[src/rtl/usb_fifo_reader.sv]
`default_nettype none
// ============================================================================
// Module      : usb_fifo_reader
// Description : RX-direction FX2 packet reader (usbclk domain).
//               Picks a channel whose RX buffer holds a complete 512-byte
//               packet (round-robin over NUM_CHAN data channels + 1 control
//               channel). It pulls the packet as PKT_WORDS 32-bit words from
//               the channel RAM and presents it to the FX2 as 16-bit words,
//               low half first. One word is consumed per usbclk edge with
//               RD_fx2 high.
// Ports       : usbclk          - clock
//               bus_reset       - asynchronous active-high reset
//               RD_fx2          - FX2 read strobe (consumes usbdata)
//               usbdata         - registered 16-bit word presented to FX2
//               pkt_waiting     - a packet is staged and readable
//               have_pkt_rdy    - per-channel complete-packet flags
//               RD_channel      - one-hot read pulse to channel RAM
//               ram_data        - channel RAM read data
//               RD_done_channel - one-hot pulse, packet fully delivered
// Revision    : 1.0 - initial release
// ============================================================================
module usb_fifo_reader #(
    parameter int NUM_CHAN   = 2,
    parameter int FIFO_WIDTH = 32,
    parameter int PKT_WORDS  = 128
) (
    input  logic                  usbclk,
    input  logic                  bus_reset,
    input  logic                  RD_fx2,
    output logic [15:0]           usbdata,
    output logic                  pkt_waiting,
    input  logic [NUM_CHAN:0]     have_pkt_rdy,
    output logic [NUM_CHAN:0]     RD_channel,
    input  logic [FIFO_WIDTH-1:0] ram_data,
    output logic [NUM_CHAN:0]     RD_done_channel
);

    localparam int NC = NUM_CHAN + 1;
    localparam int CW = (NC > 1) ? $clog2(NC) : 1;

    localparam logic [1:0] c_IDLE   = 2'd0;
    localparam logic [1:0] c_FETCH  = 2'd1;
    localparam logic [1:0] c_LOAD   = 2'd2;
    localparam logic [1:0] c_STREAM = 2'd3;

    localparam logic [7:0]    c_PKT_WORDS = 8'(PKT_WORDS);
    localparam logic [NC-1:0] c_ONE       = NC'(1);

    logic [1:0]            r_state;
    logic [1:0]            w_state_nxt;
    logic [CW-1:0]         r_chan;
    logic [CW-1:0]         r_last;
    logic [FIFO_WIDTH-1:0] r_hold;
    logic [7:0]            r_loaded;
    logic                  r_half;

    logic [CW-1:0]         w_chan_nxt;
    logic [CW-1:0]         w_last_nxt;
    logic [FIFO_WIDTH-1:0] w_hold_nxt;
    logic [7:0]            w_loaded_nxt;
    logic                  w_half_nxt;
    logic [15:0]           w_usbdata_nxt;
    logic                  w_pkt_waiting_nxt;
    logic [NC-1:0]         w_rd_channel_nxt;
    logic [NC-1:0]         w_rd_done_nxt;

    logic                  w_found;
    logic [CW-1:0]         w_pick;
    logic [CW:0]           w_idx;
    logic [NC-1:0]         w_chan_oh;
    logic                  w_last_read;

    // ------------------------------------------------------------------
    // Round-robin scan: start one past the last served channel and wrap.
    // w_idx carries one extra bit so last+1+i never overflows before the
    // modulo correction.
    // ------------------------------------------------------------------
    always_comb begin
        w_found = 1'b0;
        w_pick  = '0;
        w_idx   = '0;
        for (int i = 0; i < NC; i++) begin
            w_idx = {1'b0, r_last} + (CW+1)'(i + 1);
            if (w_idx >= (CW+1)'(NC)) begin
                w_idx = w_idx - (CW+1)'(NC);
            end
            if (!w_found && have_pkt_rdy[w_idx[CW-1:0]]) begin
                w_found = 1'b1;
                w_pick  = w_idx[CW-1:0];
            end
        end
    end

    assign w_chan_oh   = c_ONE << r_chan;
    assign w_last_read = RD_fx2 && r_half && (r_loaded == c_PKT_WORDS);

    // ------------------------------------------------------------------
    // State register
    // ------------------------------------------------------------------
    always_ff @(posedge usbclk or posedge bus_reset) begin
        if (bus_reset) begin
            r_state <= c_IDLE;
        end else begin
            r_state <= w_state_nxt;
        end
    end

    // ------------------------------------------------------------------
    // Next-state logic
    // ------------------------------------------------------------------
    always_comb begin
        w_state_nxt = r_state;
        case (r_state)
            c_IDLE:   if (w_found) w_state_nxt = c_FETCH;
            c_FETCH:  w_state_nxt = c_LOAD;
            c_LOAD:   w_state_nxt = c_STREAM;
            c_STREAM: if (w_last_read) w_state_nxt = c_IDLE;
            default:  w_state_nxt = c_IDLE;
        endcase
    end

    // ------------------------------------------------------------------
    // Output / datapath next values. RD_channel and RD_done_channel are
    // single-cycle pulses, so they default to zero every cycle.
    // ------------------------------------------------------------------
    always_comb begin
        w_chan_nxt        = r_chan;
        w_last_nxt        = r_last;
        w_hold_nxt        = r_hold;
        w_loaded_nxt      = r_loaded;
        w_half_nxt        = r_half;
        w_usbdata_nxt     = usbdata;
        w_pkt_waiting_nxt = pkt_waiting;
        w_rd_channel_nxt  = '0;
        w_rd_done_nxt     = '0;
        case (r_state)
            c_IDLE: begin
                if (w_found) begin
                    w_chan_nxt       = w_pick;
                    w_rd_channel_nxt = c_ONE << w_pick;
                end
            end
            c_LOAD: begin
                // First word arrives; prefetch the second one right away so
                // it is ready by the time the FX2 asks for it.
                w_hold_nxt        = ram_data;
                w_usbdata_nxt     = ram_data[15:0];
                w_loaded_nxt      = 8'd1;
                w_half_nxt        = 1'b0;
                w_pkt_waiting_nxt = 1'b1;
                w_rd_channel_nxt  = w_chan_oh;
            end
            c_STREAM: begin
                if (RD_fx2) begin
                    if (!r_half) begin
                        w_usbdata_nxt = r_hold[31:16];
                        w_half_nxt    = 1'b1;
                    end else if (r_loaded < c_PKT_WORDS) begin
                        w_hold_nxt    = ram_data;
                        w_usbdata_nxt = ram_data[15:0];
                        w_loaded_nxt  = r_loaded + 8'd1;
                        w_half_nxt    = 1'b0;
                        if ((r_loaded + 8'd1) < c_PKT_WORDS) begin
                            w_rd_channel_nxt = w_chan_oh;
                        end
                    end else begin
                        // Final half-word consumed; usbdata keeps its value.
                        w_pkt_waiting_nxt = 1'b0;
                        w_rd_done_nxt     = w_chan_oh;
                        w_last_nxt        = r_chan;
                    end
                end
            end
            default: begin
            end
        endcase
    end

    // ------------------------------------------------------------------
    // Datapath and output registers
    // ------------------------------------------------------------------
    always_ff @(posedge usbclk or posedge bus_reset) begin
        if (bus_reset) begin
            r_chan          <= '0;
            r_last          <= CW'(NUM_CHAN);
            r_hold          <= '0;
            r_loaded        <= '0;
            r_half          <= 1'b0;
            usbdata         <= '0;
            pkt_waiting     <= 1'b0;
            RD_channel      <= '0;
            RD_done_channel <= '0;
        end else begin
            r_chan          <= w_chan_nxt;
            r_last          <= w_last_nxt;
            r_hold          <= w_hold_nxt;
            r_loaded        <= w_loaded_nxt;
            r_half          <= w_half_nxt;
            usbdata         <= w_usbdata_nxt;
            pkt_waiting     <= w_pkt_waiting_nxt;
            RD_channel      <= w_rd_channel_nxt;
            RD_done_channel <= w_rd_done_nxt;
        end
    end

endmodule
`default_nettype wire

[config.mk]
export PLATFORM = sky130hd
export DESIGN_NAME = usb_fifo_reader
export DESIGN_NICKNAME = d
export VERILOG_FILES = /design/src/rtl/usb_fifo_reader.sv
export SDC_FILE = /design/constraint.sdc
export NUM_CORES = 1
export LEC_CHECK = 0
export CAP_MARGIN = 25
export CORE_MARGIN = 2
export CORE_UTILIZATION = 45
export CTS_CLUSTER_DIAMETER = 100
export CTS_CLUSTER_SIZE = 16
export DETAILED_ROUTE_END_ITERATION = 7
export PLACE_DENSITY = 0.79
export SYNTH_ARGS = -nofsm -noshare
export SYNTH_HDL_FRONTEND = slang
export SYNTH_SLANG_ARGS = --single-unit
[constraint.sdc]
create_clock -name usbclk -period 2.6 [get_ports usbclk]
set_input_delay 0.26 -clock usbclk [delete_from_list [all_inputs] [get_ports usbclk]]
set_output_delay 0.26 -clock usbclk [all_outputs]
set_load 0.03 [all_outputs]
==> key figures, run 1 <==
Setup path
  – FF-to-FF path depth: 6
  – Worst R2R Start: r_last[1]
  – Worst path arrival time: 2630 ps
  – R2R Path End: r_state[1]
  – Setup crit end kind: flop
  – Setup CP Type: reg -> reg
  – CP startpoint: r_last[1]
  – WP data required: 2790 ps
  – Worst Setup EP: r_state[1]
  – Critical path peak fanout: 12
  – Worst setup SP type: flop
  – FF-to-FF setup slack: 160 ps

Placement
  – Placer Congestion: 0.805
  – Port bufs: 60
  – Post-DP HPWL: 3.65 mm

Routing
  – Antenna Nets Post-Route: 0
  – Avg Vias per Cell: 5.12
  – TritonRoute pass-1 iters: 4
  – DRT Wirelength: 4.98 mm
  – Via Count: 1879
  – # DRC: 0
  – Drt initial violations: 45
  – Routed WL per cell: 13.6 um

GRT
  – GRT overflow: 0
  – First-pass GRT wire length: 8.12 mm
  – Number of global-route vias before repair: 1840
  – Antenna violations before repair: 0
  – GRT Total Usage: 0.161
  – Largest net degree at the start of global routing: 33

Clocking
  – Clock slew at reported path FFs: 90 ps
  – # resized after CTS: 0
  – Num CTS Buffers: 5
  – Longest Clk Path Bufs: 2
  – Root buffer cell: clkbuf_8
  – Hold buffer count at CTS: 0
  – Worst skew pair latency: 300 ps
  – H-tree depth: 2
  – Post CTS Setup Buffer Count: 0
  – CTS tree: yes
  – Clock Sinks: 54

Power and ir drop
  – Design Power: 0.00225 W
  – Cell area power density: 666 mW/mm2
  – Worst vdd ir: 333 uV
  – LEAKAGE: 1.48 nW

Layout
  – Area Overhead vs Synth: 31.7%
  – Final Util: 0.613
  – Ant. Diodes: 0
  – Share of post-route cells with drive strength above 1: 0.136
  – Nets@finish: 342

STA
  – RSZ-0062 raised after global routing: no
  – Worst Skew: 5.98 ps
  – Max Clk Rate: 409 MHz
  – Final period util: 0.940
  – Final hold vios: 0
  – Max_slew headroom: 0.619
  – Fin. max-slew vios: 0
  – Fin Setup TNS: 0 ps
  – Tmin final: 2440 ps
  – WHS: 340 ps
  – Pin slew with the least headroom to its limit: 571 ps
  – Final setup vio count: 0

Synth
  – Yosys cell types: 36
  – Synth Area in Simple Gates: 0.112
  – Dominant cell type by area after synthesis: dfrtp_1
  – Ys Warns: 0
  – Seq/Total Area, Yosys: 0.527
  – XOR/XNOR share of the synthesized area: 0.0205
  – Yosys reg bits: 54
  – Syn Nets: 279
  – Post-synth top area share: 0.517
  – Cell Area, Synth: 0.00256 mm2
  – Top post-synthesis cells by area: dfrtp_1 (52%), mux2_2 (8.3%), mux2i_1 (7.4%), ha_1 (4.9%), o21ai_0 (4.3%)
  – Cells after Synth: 231
  – Syn avg cell area: 11.1 um2
  – Multiplexer share of the synthesized area: 0.163
  – Post-synthesis compound-gate area fraction: 0.0961
  – Adder-cell share of the synthesized area: 0.0488
  – Largest family of logic cells by synthesized area: multiplexers

Floorplan
  – FP Rows: 27
  – Die X-Extent: 79.5 um
  – IO Pins: 61
  – Die Ht: 79.5 um
  – Core area: 0.00551 mm2
  – Full die area: 0.00632 mm2
  – Initial Util: 0.466

Job
  – Max-Cap Viols: 0

Hold path
  – Hold Path Class: in -> async

Status
  – Status: finished, final reports clean
==> through the flow <==
step,instances,worst slack (ps),cell area (um2)
after floorplan,231,368,2560
after global placement,359,216,3270
after detailed placement,359,180,3270
after CTS,367,161,3380
after global routing,367,48.9,3380
final,367,156,3380
==> final cells by class <==
| class | instances | area [um2] |
|---|---|---|
| Clock buffer | 6 | 72.6 |
| Clock inverter | 2 | 37.5 |
| Fill cell | 436 | 2130 |
| Inverter | 10 | 37.5 |
| Multi-Input combinational cell | 158 | 1140 |
| Sequential cell | 54 | 1350 |
| Tap cell | 72 | 90.1 |
| Timing Repair Buffer | 65 | 651 |
==> power by group <==
group          switching, W  leakage (nW)  internal (W)
registers         0.0000978         0.657      0.000989
logic              0.000308         0.769      0.000309
clock network      0.000260        0.0514      0.000287
total              0.000665          1.48       0.00159
==> flip-flops by register name, indices dropped and copies added (netlist names) <==
signal / cells
usbdata: 16
r_half: 1
r_loaded: 8
r_state: 2
r_hold: 16
RD_done_channel: 3
r_last: 2
r_chan: 2
RD_channel: 3
pkt_waiting: 1
==> synth_stat cells <==
library cell,number
nand2_1,26
o21ai_0,22
mux2i_1,19
inv_1,10
o32ai_1,2
a21oi_1,3
ha_1,10
o21ai_1,1
o31ai_1,1
nand2b_1,5
nor2b_1,1
o21a_1,2
o221ai_1,1
mux2_4,1
xor2_1,5
a31oi_1,2
nand4_1,6
or2_2,2
o41ai_1,1
nor2_2,1
buf_2,3
o21ai_2,1
o2bb2ai_1,1
o31a_2,1
a221o_1,1
clkbuf_1,5
xnor2_1,1
a22o_1,1
dfrtp_1,53
buf_6,1
nor2_1,15
mux2_2,19
nand3_1,4
or3_1,1
and3_1,2
dfstp_2,1
==> routing by layer <==
layer  track usage  share of wire
met2         0.288           0.49
met4        0.0414         0.0062
met3        0.0351          0.060
met1         0.195           0.45
met5             0              0
==> critical path, cell delays in order (launching register included) <==
cell	delay, ps
dfstp_2	550
inv_1	50
ha_1	470
o21ai_0	150
a221o_1	440
o31a_2	380
mux2_4	300
==> worst min-delay path by stage <==
| stage | from | endpoint |
|---|---|---|
| 5_1_grt | bus_reset | r_chan[0] |
| 3_3_place_gp | pkt_waiting | pkt_waiting |
| 2_1_floorplan | ram_data[16] | r_hold[16] |
| 4_1_cts | bus_reset | RD_done_channel[0] |
| 3_5_place_dp | usbdata[11] | usbdata[11] |
| 6_report | bus_reset | r_chan[0] |
==> layout by cell type (no fill, tap or decap), drive strengths merged, types with 2 or more instances in the layout <==
master / count
ha: 10
or2: 2
nand3: 4
nand4: 6
xor2: 5
a21oi: 3
o21a: 2
o32ai: 2
and3: 2
o21ai: 24
buf: 5
nand2: 26
nor2: 16
mux2i: 19
mux2: 20
dfrtp: 53
a31oi: 2
nand2b: 5
clkdlybuf4s50: 60
clkbuf: 6
inv: 10
==> cell families (layout without fill, tap and decap cells) <==
family	after synthesis	count (layout)
XOR/XNOR	6	6
multiplexers	39	39
AO/OA/AOI/OAI	40	40
AND/OR/NAND/NOR	63	63
flip-flops	54	54
adder cells (fa/ha/maj)	10	10
buffers and inverters	19	83
No activity file was read; power rests on OpenSTA's default activity.
==> run 2, diff against run 1 <==
TNS_END_PERCENT = 50   (was not set)
==> results of run 2 <==
The final DEF is identical to that of run 1; final timing and power are the same.
==> run 3, diff against run 2 <==
CORE_MARGIN = 4   (was 2)
==> run 3 against run 2 <==
  * Utilization fell by 0.48 points
  * Sequential share of layout area rose by 0.31 points
  * Worst setup slack got worse by 29 ps
  * Sequential cell count did not move
  * Largest cell class unchanged
  * Combinational power barely moved
  * Wire length rose by 5.7%
  * Clock skew rose by 4.0 ps
  * Clock-buffer cell count fell by 1
==> key figures, run 3 (synthesis gave the netlist of run 1 again) <==
STA
  – Max_slew headroom: 0.595
  – Final hold vios: 0
  – Pin slew with the least headroom to its limit: 606 ps
  – RSZ-0062 raised after global routing: no
  – Worst Skew: 9.98 ps
  – Final period util: 0.951
  – WHS: 352 ps
  – Final worst setup slack: 127 ps
  – Max Clk Rate: 404 MHz
  – Final setup vio count: 0
  – Fin Setup TNS: 0 ps
  – Tmin final: 2470 ps
  – Fin. max-slew vios: 0

Clocking
  – Clock Sinks: 54
  – Num CTS Buffers: 5
  – Clock slew at reported path FFs: 100 ps
  – Post CTS Setup Buffer Count: 0
  – CTS tree: yes
  – Worst skew pair latency: 300 ps
  – H-tree depth: 2
  – Root buffer cell: clkbuf_8
  – # resized after CTS: 0
  – Longest Clk Path Bufs: 2
  – Hold buffer count at CTS: 0

Setup path
  – Setup crit end kind: flop
  – Crit-path cells: inv_1, ha_1, o21ai_0, a221o_1, o31a_2, mux2_4
  – Worst setup SP type: flop
  – Setup CP Type: reg -> reg
  – WP data required: 2790 ps
  – Critical path peak fanout: 12
  – Critical path's slowest cell: dfstp_2
  – Worst path arrival time: 2660 ps
  – Slowest stage delay, CP: 550 ps

Floorplan
  – IO Pins: 61
  – Die Ht: 83.5 um
  – Initial Util: 0.466
  – Full die area: 0.00697 mm2
  – FP Rows: 27
  – Die X-Extent: 83.5 um
  – Core area: 0.00551 mm2

Routing
  – TritonRoute pass-1 iters: 4
  – Drt initial violations: 79
  – Routed WL per cell: 14.4 um
  – DRT Wirelength: 5.26 mm
  – Via Count: 1889
  – # DRC: 0
  – Antenna Nets Post-Route: 0
  – Avg Vias per Cell: 5.16

Layout
  – Register area: 0.00135 mm2
  – Most frequent cells in the layout: clkdlybuf4s50_1 (60), dfrtp_1 (53), nand2_1 (26)
  – Ant. Diodes: 0
  – Most common cell after layout, fill and taps aside: clkdlybuf4s50_1
  – Area Overhead vs Synth: 30.6%
  – Fillers: 447
  – Multi-input logic area: 0.00114 mm2
  – Share of post-route cells with drive strength above 1: 0.136
  – Design area: 0.00335 mm2
  – Largest registers: r_hold x16, usbdata x16, r_loaded x8
  – Nets@finish: 342

Power and ir drop
  – Design Power: 0.00215 W
  – LEAKAGE: 1.46 nW
  – Worst vdd ir: 287 uV
  – Cell area power density: 642 mW/mm2

Hold path
  – Hold Path Class: in -> async

GRT
  – Number of global-route vias before repair: 1927
  – First-pass GRT wire length: 9.18 mm
  – GRT overflow: 0
  – Antenna violations before repair: 0
  – Largest net degree at the start of global routing: 33
  – GRT Total Usage: 0.160

Job
  – Max-Cap Viols: 0

Placement
  – Dpl cell area: 0.00327 mm2
  – Post-place setup slack: 160 ps
  – Placer Congestion: 0.841
  – Port bufs: 60
  – Post-DP HPWL: 3.84 mm

Status
  – Status: finished, final reports clean
run 3: cell count changes in the layout (fill, tap and decap cells not counted):
cell        change
bufinv_16       -1
clkbuf_1        -1
clkinvlp_4      +1
run 3: where the power goes:
group | switching [W] | leakage (nW) | internal, W
Sequential | 0.0000993 | 0.657 | 0.000989
Clock | 0.000262 | 0.0362 | 0.000184
Combinational | 0.000310 | 0.769 | 0.000309
run 3: metal layers:
| layer | GRT usage | vias up | wire (um) |
|---|---|---|---|
| met5 | 0 | - | 0 |
| met4 | 0.0351 | 0 | 53 |
| met3 | 0.0375 | 7 | 272 |
| met2 | 0.277 | 54 | 2600 |
| met1 | 0.204 | 899 | 2340 |
| li1 | - | 929 | - |
run 3: stage by stage:
stage | std cells | util
floorplan | 231 | -
global placement | 359 | 0.593
detailed placement | 359 | 0.593
CTS | 366 | 0.608
global route | 366 | 0.608
finish | 366 | 0.608
run 3: final timing paths:
check                            from  depth (start not counted)         end  slack, ps
setup / recovery            r_last[1]                          6  r_state[1]        130
hold / removal              bus_reset                          2  r_hold[18]        350
setup reg to reg            r_last[1]                          6  r_state[1]        130
hold reg to reg            usbdata[5]                          2  usbdata[5]        490
max in group asynchronous   bus_reset                          3   r_last[1]       1610
min in group usbclk        usbdata[5]                          2  usbdata[5]        490
run 3: final cells by class:
class / instances / area share
Multi-Input combinational cell: 158 / 0.339
Clock inverter: 2 / 0.00448
Tap cell: 72 / 0.0269
Timing Repair Buffer: 65 / 0.194
Inverter: 10 / 0.0112
Sequential cell: 54 / 0.404
Clock buffer: 5 / 0.0205
run 3: worst max-delay path: cells and delay by family, from the launching register on:
family	cells	cell delay, ps
AOI/OAI and AO/OA	3	970
buffers and inverters	1	60
adders and majority gates	1	490
DFF	1	550
muxes	1	300
